`src/rtl/lpc_pkg.sv`:
```
// lpc_pkg: shared direction codes, bridge state encoding, default bases and address helper
package lpc_pkg;
  localparam logic LPC_DIR_READ  = 1'b0;
  localparam logic LPC_DIR_WRITE = 1'b1;
  localparam logic [31:0] IMEM_BASE_DEF = 32'h0000_0000;
  localparam logic [31:0] DMEM_BASE_DEF = 32'h0001_0000;
  typedef enum logic [2:0] {
    IDLE     = 3'd0,
    ISSUE_LO = 3'd1,
    WAIT_LO  = 3'd2,
    ISSUE_HI = 3'd3,
    WAIT_HI  = 3'd4,
    RESP     = 3'd5
  } state_e;
  function automatic logic [31:0] byte_addr(input logic [31:0] base, input logic [15:0] word_addr);
    return base + {15'b0, word_addr, 1'b0};
  endfunction
endpackage

```
`src/rtl/lpc_watchdog.sv`:
```
// lpc_watchdog: clear/enable cycle counter that flags the last allowed wait cycle
module lpc_watchdog #(
  parameter int TIMEOUT = 64
) (
  input  logic clk,
  input  logic rst_n,
  input  logic clr,
  input  logic en,
  output logic expired
);
  localparam int W = $clog2(TIMEOUT + 1);
  logic [W-1:0] cnt_q, cnt_d;
  // expired marks the cycle whose increment would reach TIMEOUT
  assign expired = en && (cnt_q == W'(TIMEOUT - 1));
  always_comb cnt_d = clr ? '0 : en ? cnt_q + 1'b1 : cnt_q;
  always_ff @(posedge clk or negedge rst_n)
    if (!rst_n) cnt_q <= '0;
    else        cnt_q <= cnt_d;
endmodule

```
`src/rtl/lpc_mem_bridge.sv`:
```
// lpc_mem_bridge: arbitrates fetch/data word requests into low/high byte LPC host cycles
module lpc_mem_bridge
  import lpc_pkg::*;
#(
  parameter logic [31:0] IMEM_BASE = IMEM_BASE_DEF,
  parameter logic [31:0] DMEM_BASE = DMEM_BASE_DEF,
  parameter int          TIMEOUT   = 64
) (
  input  logic        clk,
  input  logic        rst_n,
  input  logic        if_req,
  input  logic [15:0] if_addr,
  output logic [15:0] if_rdata,
  output logic        if_ack,
  input  logic        dm_req,
  input  logic        dm_we,
  input  logic [15:0] dm_addr,
  input  logic [15:0] dm_wdata,
  output logic [15:0] dm_rdata,
  output logic        dm_ack,
  output logic        err,
  output logic        lpc_go,
  output logic        lpc_dir,
  output logic [31:0] lpc_addr,
  output logic [7:0]  lpc_wdata,
  input  logic [7:0]  lpc_rdata,
  input  logic        lpc_done
);
  state_e      state_q, state_d;
  logic        is_dm_q, is_dm_d;
  logic        dir_q, dir_d;
  logic [31:0] addr_q, addr_d;
  logic [7:0]  wlo_q, wlo_d;
  logic [7:0]  whi_q, whi_d;
  logic [15:0] rdata_q, rdata_d;
  logic        err_q, err_d;
  logic        waiting, expired;

  assign waiting   = (state_q == WAIT_LO) || (state_q == WAIT_HI);
  assign lpc_go    = (state_q == ISSUE_LO) || (state_q == ISSUE_HI);
  assign lpc_dir   = dir_q;
  assign lpc_addr  = addr_q;
  assign lpc_wdata = wlo_q;
  assign if_ack    = (state_q == RESP) && !is_dm_q;
  assign dm_ack    = (state_q == RESP) && is_dm_q;
  assign err       = (state_q == RESP) && err_q;
  assign if_rdata  = if_ack ? rdata_q : 16'h0000;
  assign dm_rdata  = dm_ack ? rdata_q : 16'h0000;

  lpc_watchdog #(.TIMEOUT(TIMEOUT)) u_wdog (
    .clk     (clk),
    .rst_n   (rst_n),
    .clr     (lpc_go),
    .en      (waiting),
    .expired (expired)
  );

  // wlo_q is the byte currently on the bus; whi_q holds the next one until WAIT_LO completes
  always_comb begin
    state_d = state_q;
    is_dm_d = is_dm_q;
    dir_d   = dir_q;
    addr_d  = addr_q;
    wlo_d   = wlo_q;
    whi_d   = whi_q;
    rdata_d = rdata_q;
    err_d   = err_q;
    case (state_q)
      IDLE: if (dm_req || if_req) begin
        state_d = ISSUE_LO;
        is_dm_d = dm_req;
        dir_d   = (dm_req && dm_we) ? LPC_DIR_WRITE : LPC_DIR_READ;
        addr_d  = dm_req ? byte_addr(DMEM_BASE, dm_addr) : byte_addr(IMEM_BASE, if_addr);
        wlo_d   = (dm_req && dm_we) ? dm_wdata[7:0] : 8'h00;
        whi_d   = (dm_req && dm_we) ? dm_wdata[15:8] : 8'h00;
        rdata_d = 16'h0000;
        err_d   = 1'b0;
      end
      ISSUE_LO: state_d = WAIT_LO;
      WAIT_LO: if (lpc_done) begin
        state_d      = ISSUE_HI;
        rdata_d[7:0] = (dir_q == LPC_DIR_READ) ? lpc_rdata : 8'h00;
        addr_d       = addr_q + 32'd1;
        wlo_d        = whi_q;
      end else if (expired) begin
        state_d = RESP;
        rdata_d = 16'hFFFF;
        err_d   = 1'b1;
      end
      ISSUE_HI: state_d = WAIT_HI;
      WAIT_HI: if (lpc_done) begin
        state_d       = RESP;
        rdata_d[15:8] = (dir_q == LPC_DIR_READ) ? lpc_rdata : 8'h00;
      end else if (expired) begin
        state_d = RESP;
        rdata_d = 16'hFFFF;
        err_d   = 1'b1;
      end
      RESP:    state_d = IDLE;
      default: state_d = IDLE;
    endcase
  end

  always_ff @(posedge clk or negedge rst_n)
    if (!rst_n) begin
      state_q <= IDLE;
      is_dm_q <= 1'b0;
      dir_q   <= LPC_DIR_READ;
      addr_q  <= 32'h0;
      wlo_q   <= 8'h00;
      whi_q   <= 8'h00;
      rdata_q <= 16'h0000;
      err_q   <= 1'b0;
    end else begin
      state_q <= state_d;
      is_dm_q <= is_dm_d;
      dir_q   <= dir_d;
      addr_q  <= addr_d;
      wlo_q   <= wlo_d;
      whi_q   <= whi_d;
      rdata_q <= rdata_d;
      err_q   <= err_d;
    end
endmodule

```
`config.mk`:
```
export PLATFORM = sky130hd
export DESIGN_NAME = lpc_mem_bridge
export DESIGN_NICKNAME = d
export VERILOG_FILES = /design/src/rtl/lpc_pkg.sv /design/src/rtl/lpc_watchdog.sv /design/src/rtl/lpc_mem_bridge.sv
export SDC_FILE = /design/constraint.sdc
export NUM_CORES = 1
export LEC_CHECK = 0
export CAP_MARGIN = 15
export CORE_ASPECT_RATIO = 1.1
export CORE_MARGIN = 3
export CORE_UTILIZATION = 47
export DETAILED_ROUTE_END_ITERATION = 8
export GPL_ROUTABILITY_DRIVEN = 1
export GPL_TIMING_DRIVEN = 0
export HOLD_SLACK_MARGIN = 0.03
export PLACE_DENSITY = 0.87
export RECOVER_POWER = 25
export SETUP_SLACK_MARGIN = 0.1
export SYNTH_ARGS = -nofsm -noshare
export SYNTH_HDL_FRONTEND = slang
export SYNTH_SLANG_ARGS = --single-unit
```
`constraint.sdc`:
```
create_clock -name clk -period 2.85 [get_ports clk]
set_input_delay 0.285 -clock clk [delete_from_list [all_inputs] [get_ports clk]]
set_output_delay 0.285 -clock clk [all_outputs]
set_load 0.02 [all_outputs]
```
==> impl_results.md <==
* Run status: finished, violations left
* Violated checks: max-capacitance violations, max-slew violations
* Crit path from: state_q[2]
* Critical Path End Type: output pin
* WL final at 13100 microns
* Critical Path AT at 2.35 ns
* Number of port buffers at 137
* Cell at the root of the clock tree: clkbuf_8
* Dpl hpwl at 9640 microns
* Primary flip-flop cell chosen by synthesis mapping: dfrtp_1
* Area of combinational cells with multiple inputs at 0.00227 sq mm
* Cell taking the most area after synthesis: dfrtp_1
* Most used cells in the layout excluding fill and tap cells: clkdlybuf4s50_1, dfrtp_1, nand2_1
* Mapped Cells at 503
* Post-synth EDFFs at 0
* Final design utilization at 69.2%
* Final hold vios at 0
* Grt total ovfl at 0
* Initial antenna violation count at 0
* Max Clk Rate at 0.379 GHz
* Mean number of vias per cell at 5.87
* Width of the die at 97.7 microns
* Number of diodes added for antenna fixing at 0
* Final setup skew at 0.00929 ns
* Largest net degree at the start of global routing at 52
* Height of the die at 107 microns
* Total power at 5.27 mW
* Shortest period the worst path allows at 2.64 ns
* Worst-path fanout max at 10
* Post-Syn Area at 0.00435 sq mm
* Syn Nets at 567
* Via total after detailed routing at 4527
* Share of cells above drive strength 1 at 5.78%
* Relative slew slack at -13.6%
* Required time of the critical path at 2.57 ns
* Startpoint of the most critical hold path: rdata_q[5]
* Most common library cell in the layout ignoring fill and taps: clkdlybuf4s50_1
* Number of nets in the final layout at 717
* Number of max-slew violations in the final report at 27
* Setup-violating endpoint count in the final report at 0
* Share of flip-flops with an asynchronous set or reset after synthesis at 100%
* Detailed-router iteration count before antenna repair at 5
* Count of state elements after synthesis at 77
* Worst Slack Setup Final at 0.213 ns
* IR drop worst, VDD at 0.709 mV
* Place WS at 0.208 ns
* Post-synthesis area per instance at 8.65 sq um
* Cell area power density at 854 mW/mm^2
* Number of buffers inserted during clock tree synthesis at 9
* Endpoint, Worst Hold: rdata_q[5]
* RSZ-0062 raised after global routing: false
* Reported leakage power at 2.62 nW
* Layout fillers at 702
* R2r worst-path depth at 7
* Clock input transition at the sequential cells of the worst setup and hold paths at 0.08 ns
* CTS HTree Levels at 3
* RePlAce Congestion at 0.886
* First DRT Iteration DRCs at 374
* Portion of synthesized cell area occupied by the leading cell type at 44.3%
* Total negative setup slack at 0 ns
* Sequential cell area at 0.00193 sq mm
* Area of the die at 0.0105 sq mm
* Startpoint type of the worst setup path: flop
* Number of placement rows at 36
* Number of warnings printed during yosys synthesis at 0
* Starting density of the core at 48.8%
* Max-cap viol count at 1
* Worst min-delay path class: flop to flop
* CTS sink cnt at 77
* Area of the core region at 0.00892 sq mm
* Remaining DRCs at 0
* Top-level I/O count at 139
* Category of the most critical setup path: flop to output pin
* Buffers inserted during post-CTS setup optimization at 0
* Sequential fraction of the synthesis area at 44.3%
* TritonCTS clock tree: yes
* Worst hold slack after final layout at 0.494 ns
* Wire length per cell after detailed routing at 16.9 microns
* Layout overhead on the synthesized area at 41.8%
* Antenna Violating Nets Remaining at 0
* Vias in the first global route at 4346
* FF-to-FF setup slack at 0.39 ns
* Startpoint of the most critical register-to-register path: state_q[0]
* Overall routing resource usage at 24.7%
* Clock latency at the later pin of the worst-skew pair at 0.36 ns
* Top cells by area, synth: dfrtp_1, o21ai_0, nand2_1
* Slew at the pin closest to its max-slew limit at 1.70 ns
* Post-synth cell types at 56
* Number of instances on the worst hold path at 2
* Global-route wire length before repair at 21100 microns
* Clock tree buffer depth at 2
* RR Endpoint: lpc_addr[8]
* Period utilization at 92.5%
[worst max-delay path, stage by stage (launching register included)]
cell             delay (ns)
dfrtp_1                0.33
buf_2                  0.19
nor2b_4                0.22
nand2_1                0.11
nor2_4                 0.17
clkbuf_2               0.21
and2_1                 0.16
clkdlybuf4s50_1        0.60
[per-layer routing]
layer	track usage (%)	vias to the layer above	wire (microns)
met5	0	-	0
met4	7.81	0	179
met3	3.84	23	1020
met2	43.3	219	6510
met1	31.5	2159	5350
li1	-	2126	-
[power breakdown]
group	internal, mW	total, mW	switching (mW)	leakage, nW
sequential	1.43	1.80	0.367	0.995
combinational	1.00	2.48	1.48	1.51
clock	0.578	0.997	0.418	0.119
total	3.01	5.27	2.26	2.62
[cell usage after synthesis (all sizes together) (6+ instances only)]
cell    instances
dfrtp          77
nand2          56
o21ai          45
a21oi          37
nor2           36
and2           33
a31oi          31
clkbuf         25
nand3          18
mux2i          11
or3            11
a22o           10
and3           10
inv            10
nor2b           9
nor3            9
buf             8
nand4           8
a211oi          7
o22a            6
[worst max path at each step]
stage / end / slack [ns] / cells past startpoint
finish: if_rdata[10] / 0.21 / 7
global route: if_rdata[10] / 0.06 / 7
CTS: dm_rdata[13] / 0.1 / 7
detailed placement: dm_rdata[13] / 0.21 / 7
global placement: whi_q[2] / -1.16 / 1
floorplan: lpc_addr[28] / 0.74 / 6
[final cells by class]
| class | count | area share [%] |
|---|---|---|
| Multi-Input combinational cell | 383 | 36.7 |
| Sequential cell | 77 | 31.2 |
| Timing Repair Buffer | 139 | 23.0 |
| Tap cell | 114 | 2.31 |
| Buffer | 33 | 2.27 |
| Clock buffer | 9 | 2.01 |
| Clock inverter | 6 | 1.82 |
| Inverter | 10 | 0.608 |
[sequential cells by signal, indices dropped and copies added, names as in the netlist]
signal / cells
err_q: 1
is_dm_q: 1
lpc_addr: 32
lpc_dir: 1
lpc_wdata: 8
rdata_q: 16
state_q: 3
u_wdog.cnt_q: 7
whi_q: 8
[logic make-up (layout without fill, tap and decap cells)]
kind of cell / count (synthesis) / in the layout / share of synthesized area, %
muxes: 13 / 13 / 3.05
buffers and inverters: 43 / 197 / 3.97
and+or+nand+nor: 204 / 204 / 24.3
DFF: 77 / 77 / 44.3
AOI/OAI and AO/OA: 158 / 158 / 22.6
xor gates and xnor gates: 5 / 5 / 1.01
adders and majority gates: 3 / 3 / 0.805
[per-stage QoR]
step / std cells / cell area, sq um
floorplan: 503 / 4350
global placement: 754 / 5870
detailed placement: 755 / 5890
CTS: 771 / 6140
global route: 771 / 6170
finish: 771 / 6170
[timing repair]
| item | CTS | global route |
|---|---|---|
| hold buffers | 1 | 0 |
| gates resized for setup | 6 | 12 |
| setup endpoints to repair | 20 | 18 |
| endpoints found under the hold margin | 26 | 0 |
No activity file was read; power rests on OpenSTA's default activity.
